$ cat src/rtl/ringnode_fifo.sv
// ringnode_fifo: slotted register-ring node with DEPTH-entry tx/rx FIFOs, NAK retry and optional broadcast.
// Latency: ring path fromring->toring is 1 clk; ring receive visible on rx_* 1 clk later; tx push seizable next cycle.
// Backpressure: tx_ready drops when the tx FIFO is full; ring slots addressed here pass untouched while rx is full.
//
// Optional feature macro: RINGNODE_BCAST_EN (DST all-ones becomes a broadcast address).
// Ports:
//   clk, rst               ring clock, asynchronous active-high reset
//   fromring / toring      upstream slot in, registered slot out to downstream
//   tx_data/valid/ready    client transmit port (valid/ready)
//   rx_data/valid/ready    client receive port (first-word fall-through head)
//   tx_level, rx_level     FIFO occupancy
//   txdrop                 1-clk pulse when a packet is dropped after MAX_RETRY attempts

// Generic FIFO: head is combinational from the read pointer, level tracks occupancy.
// Callers guarantee no push when full and no pop when empty.
module ringnode_fifo_buf #(
  parameter int W     = 16,
  parameter int DEPTH = 4
) (
  input  logic                     clk,
  input  logic                     rst,
  input  logic                     push_i,
  input  logic [W-1:0]             din_i,
  input  logic                     pop_i,
  output logic [W-1:0]             head_o,
  output logic [$clog2(DEPTH):0]   level_o
);
  localparam int PW = $clog2(DEPTH);

  logic [W-1:0]  mem_q [DEPTH];
  logic [PW-1:0] wr_q, rd_q;
  logic [PW:0]   level_q;

  always_ff @(posedge clk) begin
    if (push_i) mem_q[wr_q] <= din_i;
  end

  always_ff @(posedge clk or posedge rst) begin
    if (rst) begin
      wr_q    <= '0;
      rd_q    <= '0;
      level_q <= '0;
    end else begin
      if (push_i) wr_q <= wr_q + 1'b1;
      if (pop_i)  rd_q <= rd_q + 1'b1;
      level_q <= level_q + {{PW{1'b0}}, push_i} - {{PW{1'b0}}, pop_i};
    end
  end

  assign head_o  = mem_q[rd_q];
  assign level_o = level_q;
endmodule

module ringnode_fifo #(
  parameter int WIDTH     = 16,
  parameter int ABITS     = 3,
  parameter int ADDRESS   = 0,
  parameter int DEPTH     = 4,
  parameter int MAX_RETRY = 3
) (
  input  logic                   clk,
  input  logic                   rst,
  input  logic [WIDTH-1:0]       fromring,
  output logic [WIDTH-1:0]       toring,
  input  logic [WIDTH-1:0]       tx_data,
  input  logic                   tx_valid,
  output logic                   tx_ready,
  output logic [WIDTH-1:0]       rx_data,
  output logic                   rx_valid,
  input  logic                   rx_ready,
  output logic [$clog2(DEPTH):0] tx_level,
  output logic [$clog2(DEPTH):0] rx_level,
  output logic                   txdrop
);
  localparam int FULL   = WIDTH - 1;
  localparam int ACK    = WIDTH - 2;
  localparam int DST_HI = ACK - 1;
  localparam int SRC_HI = ACK - ABITS - 1;
  localparam int LW     = $clog2(DEPTH) + 1;
  localparam int RW     = (MAX_RETRY > 1) ? $clog2(MAX_RETRY + 1) : 1;

  localparam logic [LW-1:0]    LVL_FULL = LW'(DEPTH);
  localparam logic [ABITS-1:0] MY_ADDR  = ABITS'(ADDRESS);

  logic [WIDTH-1:0] toring_q, toring_d;
  logic             busy_q, busy_d;
  logic [RW-1:0]    retry_q, retry_d, retry_inc;
  logic             txdrop_q, txdrop_d;

  logic             tx_push, tx_pop, rx_push, rx_pop;
  logic [WIDTH-1:0] tx_head, rx_head;

  logic [ABITS-1:0] slot_dst, slot_src;
  logic             is_pay, is_ack, is_free, is_bcast, own, rx_space;

  assign slot_dst = fromring[DST_HI -: ABITS];
  assign slot_src = fromring[SRC_HI -: ABITS];
  assign is_pay   = fromring[FULL];
  assign is_ack   = (fromring[FULL:ACK] == 2'b01);
  assign is_free  = (fromring[FULL:ACK] == 2'b00);
  // Only slots we launched while busy count as ours; a survivor from before reset is foreign.
  assign own      = busy_q && (slot_src == MY_ADDR);
  // Registered level only: a same-cycle client pop does not make room.
  assign rx_space = (rx_level != LVL_FULL);
  assign retry_inc = retry_q + 1'b1;

`ifdef RINGNODE_BCAST_EN
  assign is_bcast = is_pay && (slot_dst == {ABITS{1'b1}});
`else
  assign is_bcast = 1'b0;
`endif

  assign tx_ready = (tx_level != LVL_FULL);
  assign tx_push  = tx_valid && tx_ready;
  assign rx_valid = (rx_level != '0);
  assign rx_pop   = rx_valid && rx_ready;
  assign rx_data  = rx_valid ? rx_head : '0;

  // Ring rules are mutually exclusive and evaluated in priority order.
  always_comb begin
    toring_d = fromring;
    busy_d   = busy_q;
    retry_d  = retry_q;
    txdrop_d = 1'b0;
    tx_pop   = 1'b0;
    rx_push  = 1'b0;
    if (is_pay && !is_bcast && slot_dst == MY_ADDR && rx_space) begin
      rx_push             = 1'b1;
      toring_d[FULL:ACK]  = 2'b01;
    end else if (is_bcast && slot_src != MY_ADDR && rx_space) begin
      rx_push = 1'b1;                       // copy and forward unchanged
    end else if (is_bcast && own) begin
      toring_d[FULL:ACK] = 2'b00;           // broadcast completed its lap
      tx_pop             = 1'b1;
      busy_d             = 1'b0;
      retry_d            = '0;
    end else if (is_pay && own) begin
      toring_d[FULL:ACK] = 2'b00;           // NAK: nobody accepted it
      busy_d             = 1'b0;
      if (retry_inc == RW'(MAX_RETRY)) begin
        tx_pop   = 1'b1;
        txdrop_d = 1'b1;
        retry_d  = '0;
      end else begin
        retry_d = retry_inc;
      end
    end else if (is_ack && own) begin
      toring_d[FULL:ACK] = 2'b00;
      tx_pop             = 1'b1;
      busy_d             = 1'b0;
      retry_d            = '0;
    end else if (is_free && !busy_q && tx_level != '0) begin
      toring_d                 = tx_head;
      toring_d[FULL:ACK]       = 2'b10;
      toring_d[SRC_HI -: ABITS] = MY_ADDR;
      busy_d                   = 1'b1;
    end
  end

  always_ff @(posedge clk or posedge rst) begin
    if (rst) begin
      toring_q <= '0;
      busy_q   <= 1'b0;
      retry_q  <= '0;
      txdrop_q <= 1'b0;
    end else begin
      toring_q <= toring_d;
      busy_q   <= busy_d;
      retry_q  <= retry_d;
      txdrop_q <= txdrop_d;
    end
  end

  assign toring = toring_q;
  assign txdrop = txdrop_q;

  ringnode_fifo_buf #(.W(WIDTH), .DEPTH(DEPTH)) u_tx (
    .clk(clk), .rst(rst), .push_i(tx_push), .din_i(tx_data),
    .pop_i(tx_pop), .head_o(tx_head), .level_o(tx_level)
  );

  ringnode_fifo_buf #(.W(WIDTH), .DEPTH(DEPTH)) u_rx (
    .clk(clk), .rst(rst), .push_i(rx_push), .din_i(fromring),
    .pop_i(rx_pop), .head_o(rx_head), .level_o(rx_level)
  );
endmodule

$ cat config.mk
export PLATFORM = sky130hd
export DESIGN_NAME = ringnode_fifo
export DESIGN_NICKNAME = d
export VERILOG_FILES = /design/src/rtl/ringnode_fifo.sv
export SDC_FILE = /design/constraint.sdc
export NUM_CORES = 1
export LEC_CHECK = 0
export CORE_ASPECT_RATIO = 1.75
export CORE_MARGIN = 8
export CORE_UTILIZATION = 40
export DETAILED_ROUTE_END_ITERATION = 8
export GPL_TIMING_DRIVEN = 0
export PLACE_DENSITY_LB_ADDON = 0.15
export REMOVE_ABC_BUFFERS = 1
export SLEW_MARGIN = 20
export SYNTH_ARGS = -nofsm -noshare
export SYNTH_HDL_FRONTEND = slang
export SYNTH_SLANG_ARGS = --single-unit
$ cat constraint.sdc
create_clock -name clk -period 7.25 [get_ports clk]
set_clock_uncertainty 0.15 [all_clocks]
set_input_delay 2.175 -clock clk [delete_from_list [all_inputs] [get_ports clk]]
set_output_delay 2.175 -clock clk [all_outputs]
set_load 0.005 [all_outputs]
==> results of run 1 <==
-- sequential cells by signal, summed over array words and instances, names as in the netlist --
| name | count |
|---|---|
| u_rx.level_o | 3 |
| toring | 16 |
| retry_q | 2 |
| u_tx.rd_q | 2 |
| u_tx.level_o | 3 |
| u_rx.rd_q | 2 |
| u_rx.mem_q | 64 |
| busy_q | 1 |
| txdrop | 1 |
| u_tx.mem_q | 44 |
| u_rx.wr_q | 2 |
| u_tx.wr_q | 2 |
-- how the worst max path moves through the flow --
| stage | from | end | depth (start not counted) |
|---|---|---|---|
| 2_1_floorplan | fromring[10] | u_tx.level_o[2] | 9 |
| 3_3_place_gp | fromring[10] | u_tx.level_o[2] | 10 |
| 3_5_place_dp | fromring[10] | u_tx.level_o[2] | 10 |
| 4_1_cts | u_rx.rd_q[0] | rx_data[7] | 3 |
| 5_1_grt | fromring[10] | u_tx.level_o[2] | 10 |
| 6_report | u_rx.rd_q[0] | rx_data[7] | 3 |
-- power groups by stage --
stage | Sequential (mW) | Combinational [mW] | Clock, mW
after floorplan | 1.13 | 0.387 | 0
after global placement | 1.17 | 0.674 | 0
after detailed placement | 1.18 | 0.690 | 0
after CTS | 1.16 | 0.693 | 0.847
after global routing | 1.18 | 0.745 | 0.877
final | 1.15 | 0.673 | 0.832
-- cells by family (layout without fill, tap and decap cells) --
kind of cell,count (synthesis),after routing,synth area share [%]
compound gates,7,7,1.344
xor+xnor,10,10,1.542
fa+ha+maj,14,14,3.349
buf+inv,23,118,2.071
flops,142,142,72.09
mux,40,40,13.28
simple gates,51,51,6.323
-- cell usage in the layout, fill, tap and decap left out, types with 2 or more instances in the layout --
master           count
fa_1                 2
clkbuf_16           17
clkbuf_1             2
edfxtp_1           108
nand2_1              2
or4b_4               2
clkinv_4             2
nor3_1               2
nor2b_1              4
mux2_2              13
inv_1               12
clkinvlp_4           4
clkdlybuf4s50_1     71
xnor2_1              8
xor2_1               2
bufinv_16            2
nor2_1               5
mux4_2              27
clkinv_2             2
a21o_2               3
ha_1                12
and3_1               9
and2_1              17
dfrtp_1             33
-- stage by stage --
stage	hold slack, ps	setup WS (ps)
after global placement	367.4	2200
after CTS	395.9	2444
after detailed placement	382.3	2162
after floorplan	357.7	2884
after global routing	431.6	2402
final	393.7	2534
-- routing by layer --
layer | up-vias | GRT usage, %
met5 | - | 0
li1 | 1271 | -
met4 | 0 | 5.605
met1 | 1397 | 12.04
met2 | 67 | 22.16
met3 | 14 | 3.686
-- cell type report --
type,count,area (um2)
fill,1147,6758
timing repair buffer,73,742.0
clock buffer,19,432.9
sequential,142,4095
inverter,13,48.80
clock inverter,13,141.4
multi-input combinational,122,1468
tap,177,221.5
==> metrics.cfg, run 1 <==
[routing]
drtIter0Drc=62
first_pass_iters=4
vias=2749
top_layer_used=met4
m1WireLength_um=3889
drt-total-wl_um=10520
wl_per_cell_um=18.82
post-route-drc-count=0
met2WireLength_um=5891
wl_met3_um=530
antenna_left=0
via_per_inst=4.918

[synth]
synth-edff-count=108
syn_avg_cell_area_um2=19.79
synth_most_common_cell=edfxtp_1
yosysTopAreaCell=edfxtp_1
ys_seq_area_share_pct=72.09
synth_top_area_share_pct=57.11
netlist_top_cells_count=108 x edfxtp_1, 34 x dfrtp_1, 27 x mux4_2, 17 x and2_1
synth_area_mm2=0.005679
synthCells=287
async_reset_ff_share_pct=23.94
ys_warn_count=0
ys_dominant_reg_cell=edfxtp_1
synth_seq_cells=142
ys_top_cells_by_area=edfxtp_1 57%, dfrtp_1 15%, mux4_2 11%
synth_cell_types=36

[timing]
period_minus_slack_ps=4716
relSlewSlack_pct=39.85
fin_crit_sh_pct=65.05
grt_setup_unrepaired=false
setup_violations=0
fmaxAchievable_mhz=212.0
report.final.slew_viol_count=0
fin_tns_setup_ps=0
tightest_slew_ps=902.2
hold_viol_final=0

[clock_tree]
root_buffer=clkbuf_16
cts_num_sinks=142
cts_tree=done
cts_buffers=17
postCtsResizedCells=0
post_cts.repair.setup_buffers=0
clkLatencyLatePin_ps=410
htreeDepth=4
cts.reportedPaths.clkPinSlew_ps=60
cts_buffer_depth=2
ctsHoldBuffers=0

[floorplan]
num_rows=57
num_io_pins=77
die_h_um=173.6
die_w_um=106.1
die_area_mm2=0.01842
core_area_mm2=0.01391
start_util_pct=40.84

[power]
internal_power_mw=1.950
p_total_mw=2.654
peakVddDrop_mv=0.1836
sw_frac_of_total_pct=26.54
power.density_mw_per_mm2=371.2
total_leakage_power_nw=2.535
netSwitchingPower_mw=0.7043
pwr-share-clk_pct=31.3
comb_power_share_pct=25.3
pwr-share-seq_pct=43.3

[setup_path]
r2r-end=u_rx.level_o[2]
rr_startpoint=u_rx.level_o[1]
end_kind=output pin
worstPathArrival_ps=2390
required_ps=4930
cp-start-kind=flip-flop
cp_num_buf_inv=1
worst_path_largest_cell_delay_ps=760
r2r_setup_slack_ps=4480
path_delay_family=flip-flops
slowest_stage=dfrtp_2
reg2reg_depth=8
critPathMaxFanout=18
cp_cell_sequence=mux4_2, and2_1, clkdlybuf4s50_1
crit_type=reg -> out

[global_route]
grt_max_degree=30
grt_usage_pct=12.12
antenna_found_initial=0
grt_overflow=0
grt_pass1_wl_um=16730
grt_pass1_vias=3117

[cells_and_area]
areaGrowthSynthToFinish_pct=25.89
utilization_pct=51.41
drive_above_1_share_pct=22.25
final_cells=559
nNetsFinal=419
design_area_mm2=0.007149
antenna_cells=0

[hold_path]
min_to=retry_q[1]
hold_path.class=reg -> reg
hp-start=retry_q[1]
whs_path_depth=1

[place]
gp_congestion=0.6938
dp_cells=527
placed_area_mm2=0.006575
hpwl_um=7305
port_buffers=71

[run_status]
status=complete, no violations

[job]
cap_violations=0

Note: power is estimated with default switching activity, not from simulation.
==> inputs of run 2 (changes only) <==
- clock period: 7.25 -> 3.8 ns (I/O delays scaled with it)
==> run 2 against run 1 <==
Sequential power grew 91%. Global-route usage unchanged. First-iteration DRC count rose by 4.8%. Total power grew 91%. Highest routed layer unchanged. Non-clock buffer count is 1 higher. Sequential share of layout area about the same. Clock-buffer cell count stayed put.
==> metrics.cfg, run 2 (synthesized netlist as in run 1, its figures left out) <==
[timing]
period_minus_slack_ps=3620
relSlewSlack_pct=40.37  ; +0.51 points
tightest_slew_ps=894.5  ; -7.716 ps
fin_crit_sh_pct=95.26
setup_violations=0  ; unchanged
grt_setup_unrepaired=false
fmaxAchievable_mhz=276.2
hold_viol_final=0  ; unchanged
report.final.slew_viol_count=0  ; unchanged

[cells_and_area]
largest_reg_flops=64  ; unchanged
regMostFlops=u_rx.mem_q
nNetsFinal=420  ; +0.24%
drive_above_1_share_pct=22.45  ; +0.20 points
final_common_cell=edfxtp_1
areaGrowthSynthToFinish_pct=26.06
design_area_mm2=0.007159  ; +0.14%
final_cell_mix=108 x edfxtp_1, 71 x clkdlybuf4s50_1, 33 x dfrtp_1
antenna_cells=0  ; unchanged

[routing]
wl_per_cell_um=18.84  ; +0.13%
first_pass_iters=4  ; unchanged
drt-total-wl_um=10550  ; +0.30%
drtIter0Drc=65  ; +4.8%
antenna_left=0  ; unchanged
via_per_inst=4.923  ; +0.11%
vias=2757  ; +0.29%
post-route-drc-count=0  ; unchanged

[clock_tree]
htreeDepth=4  ; unchanged
root_buffer=clkbuf_16
clkLatencyLatePin_ps=410  ; about the same
cts_buffers=17  ; unchanged
cts_tree=done
cts.reportedPaths.clkPinSlew_ps=60  ; about the same
cts_num_sinks=142  ; unchanged
cts_buffer_depth=2  ; unchanged

[place]
gp_congestion=0.6938  ; unchanged
placed_area_mm2=0.006575  ; unchanged
port_buffers=71  ; unchanged
hpwl_um=7305  ; unchanged

[floorplan]
num_io_pins=77  ; unchanged
die_w_um=106.1  ; unchanged
num_rows=57  ; unchanged
die_h_um=173.6  ; unchanged
start_util_pct=40.84  ; unchanged
die_area_mm2=0.01842  ; unchanged
core_area_mm2=0.01391  ; unchanged

[setup_path]
end_kind=output pin
cp_num_buf_inv=1  ; unchanged
required_ps=2510  ; -2420 ps
worst_path_largest_cell_delay_ps=870  ; +110 ps
critPathMaxFanout=17  ; -1
slowest_stage=dfrtp_1
path_delay_family=flip-flops
crit_type=reg -> out
cp-start-kind=flip-flop
cp_cell_sequence=mux4_2, and2_1, clkdlybuf4s50_1
worstPathArrival_ps=2330  ; -60 ps

[global_route]
antenna_found_initial=0  ; unchanged
grt_usage_pct=12.12  ; unchanged
grt_max_degree=30  ; unchanged
grt_pass1_wl_um=16730  ; unchanged
grt_overflow=0  ; unchanged
grt_pass1_vias=3117  ; unchanged

[power]
p_total_mw=5.071  ; +91%
power.density_mw_per_mm2=708.3  ; +91%
total_leakage_power_nw=2.540  ; +0.22%
peakVddDrop_mv=0.3509  ; +91%

[run_status]
status=complete, no violations

[hold_path]
hold_path.class=reg -> reg

[job]
cap_violations=0  ; unchanged

[run 2: cell count changes in the layout (fill, tap and decap cells not counted)]
| cell | before | now |
|---|---|---|
| buf_4 | 0 | 1 |
| dfrtp_2 | 1 | 0 |
| dfrtp_4 | 0 | 1 |
[run 2: area by class of cell]
type / count / area, um2
Clock buffer: 19 / 432.9
Clock inverter: 13 / 141.4
Fill cell: 1146 / 6748
Inverter: 13 / 48.80
Multi-Input combinational cell: 122 / 1468
Sequential cell: 142 / 4098
Tap cell: 177 / 221.5
Timing Repair Buffer: 74 / 749.5
[run 2: worst paths after layout]
| kind | from | end | slack, ps | cells after the start |
|---|---|---|---|---|
| max | u_rx.rd_q[1] | rx_data[7] | 180 | 3 |
| min | retry_q[1] | retry_q[1] | 390 | 1 |
| max reg2reg | u_rx.level_o[1] | u_rx.level_o[2] | 1030 | 8 |
| min reg2reg | retry_q[1] | retry_q[1] | 390 | 1 |
| max in group asynchronous | rst | u_rx.rd_q[0] | 2280 | 3 |
| min in group asynchronous | rst | toring[3] | 790 | 2 |
[run 2: routing by layer]
metal	part of all wire [%]	GRT usage, %	vias up
li1	-	-	1272
met1	37	12.04	1404
met2	56	22.16	67
met3	4.6	3.686	14
met4	2.0	5.605	0
met5	0	0	-
[run 2: per-stage QoR]
| stage | hold slack [ps] | setup slack [ps] | util, % | TNS, ps | std cells |
|---|---|---|---|---|---|
| floorplan | 357.7 | 468.7 | - | 0 | 277 |
| global placement | 367.4 | -215.2 | 47.04 | -598.8 | 525 |
| detailed placement | 382.3 | -253.1 | 47.28 | -877.6 | 527 |
| CTS | 395.9 | 28.72 | 51.41 | 0 | 559 |
| global route | 431.6 | 30.54 | 51.48 | 0 | 560 |
| finish | 393.7 | 180.0 | 51.48 | 0 | 560 |
[run 2: power breakdown]
group / internal, mW / total (mW) / switching, mW
Sequential: 1.93 / 2.20 / 0.270
Clock: 0.968 / 1.59 / 0.622
Combinational: 0.829 / 1.28 / 0.455
Total: 3.72 / 5.07 / 1.35
[run 2: timing repair]
item / in CTS / in global routing
buffers inserted: 0 / 1
hold buffers: 0 / 0
resized for setup: 0 / 1
setup endpoints to repair: 0 / 4
